<file path="src/rtl/spi_control_fsm.sv">
// ----------------------------------------------------------------------------
// spi_control_fsm
//
// Sequencing FSM for an SPI slave. It walks a transaction through an address
// phase, then either a read (memory read wait, shift-register load, MISO
// transmit) or a write (data receive, memory write). Every output is a Moore
// decode of the current state.
//
// Ports:
//   clk           sole clock, rising edge
//   reset         synchronous, active-high reset
//   cs            conditioned chip select, active low
//   sclk_posedge  one-clk pulse per conditioned SCLK rising edge
//   sclk_negedge  one-clk pulse per conditioned SCLK falling edge
//   rw_bit        shift-register LSB after the address phase (1 = read)
//   addr_we       address register write enable (GOT_ADDR)
//   sr_we         shift-register parallel load (READ_LOAD)
//   dm_we         data memory write enable (WRITE_MEM)
//   miso_buff     MISO tri-state enable (READ_TX)
//   state         current state encoding, for debug
//   busy          high in every state except IDLE
// ----------------------------------------------------------------------------
module spi_control_fsm #(
    parameter int bits = 8
) (
    input  logic       clk,
    input  logic       reset,
    input  logic       cs,
    input  logic       sclk_posedge,
    input  logic       sclk_negedge,
    input  logic       rw_bit,
    output logic       addr_we,
    output logic       sr_we,
    output logic       dm_we,
    output logic       miso_buff,
    output logic [3:0] state,
    output logic       busy
);

    localparam int CW = $clog2(bits + 1);
    // The terminal edge is the one that arrives while the count is bits-1;
    // the count itself never needs to reach bits because it clears on exit.
    localparam logic [CW-1:0] LAST = CW'(bits - 1);

    typedef enum logic [3:0] {
        IDLE      = 4'd0,
        GET_ADDR  = 4'd1,
        GOT_ADDR  = 4'd2,
        READ_WAIT = 4'd3,
        READ_LOAD = 4'd4,
        READ_TX   = 4'd5,
        WRITE_RX  = 4'd6,
        WRITE_MEM = 4'd7,
        DONE      = 4'd8
    } state_t;

    state_t        state_q, state_d;
    logic [CW-1:0] count_q, count_d;

    // NOTE: registers use non-blocking assignments so every flop samples the
    // values that existed before the edge, independent of statement order.
    always_ff @(posedge clk) begin
        if (reset) begin
            state_q <= IDLE;
            count_q <= '0;
        end else begin
            state_q <= state_d;
            count_q <= count_d;
        end
    end

    // NOTE: both targets get a default before the case statement; without it
    // any path that skips an assignment would infer a latch.
    always_comb begin
        state_d = state_q;
        count_d = count_q;

        unique case (state_q)
            IDLE: begin
                if (!cs) state_d = GET_ADDR;
            end
            GET_ADDR: begin
                if (sclk_posedge) begin
                    if (count_q == LAST) state_d = GOT_ADDR;
                    else                 count_d = count_q + CW'(1);
                end
            end
            GOT_ADDR:  state_d = rw_bit ? READ_WAIT : WRITE_RX;
            READ_WAIT: state_d = READ_LOAD;
            READ_LOAD: state_d = READ_TX;
            READ_TX: begin
                // Data is shifted out on falling SCLK edges.
                if (sclk_negedge) begin
                    if (count_q == LAST) state_d = DONE;
                    else                 count_d = count_q + CW'(1);
                end
            end
            WRITE_RX: begin
                if (sclk_posedge) begin
                    if (count_q == LAST) state_d = WRITE_MEM;
                    else                 count_d = count_q + CW'(1);
                end
            end
            WRITE_MEM: state_d = DONE;
            DONE:      state_d = DONE;
            default:   state_d = IDLE;
        endcase

        // Deselect aborts from anywhere, including on a terminal-count edge.
        if (cs && state_q != IDLE) state_d = IDLE;

        // The counter measures progress within one state only.
        if (state_d != state_q) count_d = '0;
    end

    assign addr_we   = (state_q == GOT_ADDR);
    assign sr_we     = (state_q == READ_LOAD);
    assign dm_we     = (state_q == WRITE_MEM);
    assign miso_buff = (state_q == READ_TX);
    assign busy      = (state_q != IDLE);
    assign state     = state_q;

endmodule

</file>
<file path="config.mk">
export PLATFORM = sky130hd
export DESIGN_NAME = spi_control_fsm
export DESIGN_NICKNAME = d
export VERILOG_FILES = /design/src/rtl/spi_control_fsm.sv
export SDC_FILE = /design/constraint.sdc
export NUM_CORES = 1
export LEC_CHECK = 0
export ABC_AREA = 1
export BUFFER_PORTS_ARGS = -buffer_cell sky130_fd_sc_hd__buf_2
export CAP_MARGIN = 10
export CORE_MARGIN = 2
export CORE_UTILIZATION = 25
export CTS_CLUSTER_SIZE = 25
export DETAILED_ROUTE_END_ITERATION = 12
export GPL_TIMING_DRIVEN = 0
export SYNTH_ARGS = -nofsm -noshare
export SYNTH_HDL_FRONTEND = slang
export SYNTH_SLANG_ARGS = --single-unit
export TNS_END_PERCENT = 30
</file>
<file path="constraint.sdc">
create_clock -name clk -period 2.61 [get_ports clk]
set_input_delay 0.261 -clock clk [delete_from_list [all_inputs] [get_ports clk]]
set_output_delay 0.261 -clock clk [all_outputs]
set_load 0.05 [all_outputs]
</file>
==> impl_results.md, run 1 <==
* Worst-path maximum fanout at 5
* Vias in the first global route at 626
* Worst path required time at 2.35 ns
* Postcts setup bufs at 0
* Gr usage total at 10.1%
* Commonest non-fill, non-tap cell in the layout: nand2_1
* Initial antenna violation count at 0
* Commonest non-fill, non-tap cells in the layout: nand2_1 (35), nor2_1 (15), buf_2 (14)
* CTS max path bufs at 2
* Cell Pwr Density at 354 nW/um^2
* Die ar. at 3070 sq um
* First DRT Iteration DRCs at 15
* Antenna Violating Nets Remaining at 0
* Routed len/inst at 9.39 microns
* FF-to-FF Start: count_q[0]
* Syn Nets at 117
* Min-delay src: reset
* H-tree depth at 1
* Root buffer cell: clkbuf_4
* Fill count at 272
* I/O pin cnt at 15
* Residual DRC count at 0
* TritonCTS Buffers at 3
* N_diodes at 0
* Area grow syn2layout at 19.7%
* PortBufs at 14
* Worst-margin pin slew at 0.308 ns
* Routability cong. at 0.820
* Post-synth cell types at 17
* Hold Crit Class: in2reg
* Initial Utilization at 26.4%
* Core Util, Final at 31.6%
* Reg clk slew, reported paths at 0.05 ns
* CORE AREA at 2500 sq um
* Area of placed instances at 768 sq um
* FP Rows at 18
* Inst Count DP at 154
* FF/Latch Area at 160 sq um
* Global-route wire length before repair at 2530 microns
* TritonCTS clock tree: built
* Crit-path slowest cell: dfxtp_1
* Post-CTS Resized at 0
* Worst VDD drop at 0.168 mV
* RSZ-0062 raised after global routing: no
* Status: finished, final reports clean
* Post-route clock period utilization at 63.2%
* Synthesized cell area at 661 sq um
* Worst Setup SP: state[2]
* Routed wire length at 1470 microns
* Die width at 55.4 microns
* Via count at 697
* CP max stage delay at 0.48 ns
* LEAKAGE at 0.433 nW
* Crit. End Element: output pin
* Avg Inst Size Synth at 6.01 sq um
* Grt ovf at 0
* First-pass iteration count of the detailed router at 5
* Synthesis Warnings at 0
* Main area contributors after synthesis: dfxtp_1 (24%), nand2_1 (20%), nor2_1 (8.5%), inv_1 (7.4%), nand3_1 (6.8%)
* Share of cells above drive strength 1 at 26.0%
* Setup TNS at 0 ns
* Final Max Tran Viols at 0
* Sink Count at 8
* Period minus WS final at 1.65 ns
* Finished Layout Cells at 157
* Crit path cell chain: nand2_2 -> nor2_1 -> buf_2
* Share of the synthesized area in the top cell type at 24.2%
* Routed vias/inst at 4.44
* Area leader, netlist: dfxtp_1
* Type of the worst setup path: reg2out
* Final setup fails at 0
* Layout Skew at 0.000331 ns
* CP arrival at 1.39 ns
* Syn Inst Count at 110
* Peak Freq at 0.606 GHz
* Cts hold-fix bufs at 0
* Rel. slew slack at 79.5%
* Synth Register Bits at 8
* Final net count at 136
* Die Span Y at 55.4 microns
* Final hold vios at 0
* Max-cap violations at 0
* Post-DP HPWL at 1220 microns
* Register area share after synthesis at 24.2%
* Design area at 791 sq um
* Setup crit start kind: flop
* Pin count of the biggest net entering global routing at 9
* Latest clock arrival within the worst-skew pair at 0.24 ns
* Footprint of the multi-input gates at 437 sq um
per-layer routing:
metal | GRT usage, % | vias up | routed length [microns]
li1 | - | 382 | -
met3 | 2.11 | 0 | 63
met5 | 0 | - | 0
met1 | 12.6 | 307 | 690
met4 | 4.18 | 0 | 0
met2 | 16.7 | 8 | 720
per-stage QoR:
step                setup WS, ns  power [W]  hold slack (ns)
floorplan                  0.293   0.000178            0.333
global placement           0.984   0.000193            0.495
detailed placement         0.934   0.000194            0.507
CTS                        0.905   0.000286            0.242
global route               0.689   0.000299            0.247
finish                     0.959   0.000280            0.255
worst paths after layout:
path,to,slack (ns),cells past startpoint
max,sr_we,0.96,3
min,state[3],0.25,2
max reg2reg,count_q[0],0.96,11
min reg2reg,count_q[3],0.55,4
cell type report:
cell class / count / area share, %
Clock buffer: 3 / 2.85
Timing Repair Buffer: 14 / 8.86
Inverter: 17 / 8.07
Tap cell: 30 / 4.75
Sequential cell: 8 / 20.3
Multi-Input combinational cell: 85 / 55.2
kinds of logic (layout without fill, tap and decap cells):
| kind of cell | Yosys count | in the layout | share of synthesized area [%] |
|---|---|---|---|
| AOI/OAI and AO/OA | 2 | 2 | 2.65 |
| buffers and inverters | 17 | 34 | 9.66 |
| DFF | 8 | 8 | 24.2 |
| xor gates and xnor gates | 3 | 3 | 3.98 |
| and+or+nand+nor | 79 | 79 | 57.6 |
| adders and majority gates | 1 | 1 | 1.89 |
sequential cells by signal, indices dropped and copies added (netlist names):
register,cells
state,4
count_q,4
power breakdown:
group	total [W]	internal [W]	leakage, nW	switching, W
registers	0.000131	0.000126	0.0648	0.00000518
clock network	0.0000881	0.0000522	0.0138	0.0000359
logic	0.0000609	0.0000187	0.355	0.0000422
total	0.000280	0.000196	0.433	0.0000833
critical path, delay by kind of cell (launching register included):
family                 cells  cell delay, ns
AND/OR/NAND/NOR            2            0.36
flip-flops                 1            0.48
buffers and inverters      1            0.30
Yosys cell counts:
library cell	number
dfxtp_1	8
nand2_4	1
xor2_1	3
nand2_2	3
a21oi_2	2
nand4_1	5
inv_1	13
nand2_1	35
nor3_1	4
nand3b_1	1
nor2_1	15
inv_2	4
ha_1	1
nor2_4	2
nand3_2	3
nor2_2	1
nand3_1	9
Note: power is estimated with default switching activity, not from simulation.
==> run 2, diff against run 1 <==
clock period = 1.7 ns   (was 2.61 ns; I/O delays follow)
==> run 2 against run 1 <==
Critical path depth grew 8; sequential share of layout area shrank 0.28 points; cell count grew 0.64%; flip-flop and latch count is the same; routed wire length shrank 0.41%; critical endpoint is now count_q[3]; largest cell class unchanged; highest routed layer unchanged.
==> impl_results.md, run 2 (synthesis results as in run 1) <==
* Crit path cell chain: ha_4 -> nand3_1 -> nor2_2 -> nand2_1 -> nand2_1 -> nand2_1 -> nand2_1 -> nand2_1 -> inv_1 -> nand3_2 -> nor3_1
* Max-cap violations at 0 (unchanged)
* Post-route clock period utilization at 90.9%
* Antenna Violating Nets Remaining at 0 (unchanged)
* Commonest non-fill, non-tap cell in the layout: nand2_1
* PortBufs at 14 (unchanged)
* Commonest non-fill, non-tap cells in the layout: nand2_1 (34), buf_2 (14), inv_1 (13)
* Fill count at 280 (+2.9%)
* Sink Count at 8 (unchanged)
* First DRT Iteration DRCs at 15 (unchanged)
* CP arrival at 1.71 ns (+0.32 ns)
* Routability cong. at 0.873 (+6.5%)
* TritonCTS Buffers at 3 (unchanged)
* Setup crit start kind: flop
* Routed len/inst at 9.29 microns (-1.0%)
* Post-DP HPWL at 1210 microns (-0.94%)
* Final hold vios at 0 (unchanged)
* Routed vias/inst at 4.31 (-2.9%)
* Vias in the first global route at 577 (-7.8%)
* Crit-path slowest cell: dfxtp_1
* Pin count of the biggest net entering global routing at 9 (unchanged)
* Share of cells above drive strength 1 at 36.7% (+11 points)
* Postcts setup bufs at 0 (unchanged)
* Cts hold-fix bufs at 0 (unchanged)
* Final setup fails at 0 (unchanged)
* FF/Latch Area at 171 sq um (+7.0%)
* CTS max path bufs at 2 (unchanged)
* Residual DRC count at 0 (unchanged)
* Comb pwr share at 22.9% (+1.1 points)
* Die width at 55.4 microns (unchanged)
* Status: finished, final reports clean
* Gr usage total at 9.55% (-0.52 points)
* Initial antenna violation count at 0 (unchanged)
* Cell Pwr Density at 527 nW/um^2 (+49%)
* CP max stage delay at 0.39 ns (-0.09 ns)
* Grt ovf at 0 (unchanged)
* Type of the worst setup path: reg2reg
* Reg clk slew, reported paths at 0.05 ns (about the same)
* Seq pwr share at 44.3% (-2.4 points)
* Peak Freq at 0.647 GHz
* Worst-path maximum fanout at 4 (-1)
* TritonCTS clock tree: built
* Global-route wire length before repair at 2400 microns (-4.9%)
* Layout Skew at 0.00707 ns (+0.00674 ns)
* CP delay by family, top: simple AND/OR/NAND/NOR gates
* RSZ-0062 raised after global routing: no
* Worst-margin pin slew at 0.253 ns (-0.0552 ns)
* Final setup margin at 0.156 ns (-0.804 ns)
* FP Rows at 18 (unchanged)
* I/O pin cnt at 15 (unchanged)
* Root buffer cell: clkbuf_4
* Die ar. at 3070 sq um (unchanged)
* Total power at 0.000453 W (+62%)
* Worst VDD drop at 0.451 mV (+170%)
* Post-place setup slack at 0.0453 ns (-0.889 ns)
* Setup TNS at 0 ns (unchanged)
* Clk pwr share at 32.8% (+1.3 points)
* Latest clock arrival within the worst-skew pair at 0.25 ns (about the same)
* N_diodes at 0 (unchanged)
* Area grow syn2layout at 29.9%
* Hold Crit Class: in2reg
* Crit. End Element: flop
* Rel. slew slack at 83.3% (+3.8 points)
* Footprint of the multi-input gates at 489 sq um (+12%)
* Switching pwr at 0.000140 W (+68%)
* Final Max Tran Viols at 0 (unchanged)
* Worst path required time at 1.87 ns (-0.48 ns)
* LEAKAGE at 0.439 nW (+1.4%)
* Internal Pwr Total at 0.000313 W (+59%)
* Core Util, Final at 34.3% (+2.7 points)
* Die Span Y at 55.4 microns (unchanged)
* Via count at 681 (-2.3%)
* Final net count at 136 (unchanged)
* Buffers & Inverters on Critical Path at 1 (unchanged)
* First-pass iteration count of the detailed router at 4 (-1)
* Period minus WS final at 1.54 ns
* Initial Utilization at 26.4% (unchanged)
* Sw Ratio at 30.9% (+1.1 points)
* Routed wire length at 1470 microns (-0.41%)
* CORE AREA at 2500 sq um (unchanged)
* H-tree depth at 1 (unchanged)
* Most frequent CP cell: nand2_1
[run 2: cell count changes in the layout (fill, tap and decap cells not counted), sizes merged]
cell    before  now
clkbuf       3    4
[run 2: cell type report]
class,instances,share of cell area (%)
clock buffer,4,3.06
sequential,8,20.0
inverter,17,7.43
tap,30,4.37
timing repair buffer,14,8.16
multi-input combinational,85,57.0
[run 2: final timing paths]
check	startpoint	to	slack, ns	cells after the start
hold / removal	reset	state[2]	0.14	2
setup reg to reg	count_q[1]	count_q[3]	0.16	11
setup / recovery	count_q[1]	count_q[3]	0.16	11
hold reg to reg	count_q[3]	count_q[3]	0.53	4
[run 2: metal layers]
metal | GRT usage [%] | share of wire [%] | vias up
met5 | 0 | 0 | -
met4 | 3.14 | 0 | 0
met3 | 2.34 | 2.2 | 0
met2 | 14.3 | 46 | 12
met1 | 13.4 | 51 | 287
li1 | - | - | 382
[run 2: per-stage QoR]
stage	cell area [sq um]	hold slack, ns	std cells
after CTS	822	0.127	158
after floorplan	688	0.233	110
after global routing	858	0.142	158
final	858	0.135	158
after global placement	796	0.393	154
after detailed placement	796	0.397	154
[run 2: power by group through the flow]
stage | clock network, W | registers, W | logic [W]
2_1_floorplan | 0 | 0.000209 | 0.0000639
3_3_place_gp | 0 | 0.000203 | 0.0000942
3_5_place_dp | 0 | 0.000203 | 0.0000945
4_1_cts | 0.000158 | 0.000199 | 0.0000951
5_1_grt | 0.000171 | 0.000201 | 0.000115
6_report | 0.000149 | 0.000201 | 0.000103
[run 2: what timing repair did]
item,4_1_cts,5_1_grt
resized for setup,0,8
setup endpoints to repair,0,4
endpoints found under the hold margin,0,0
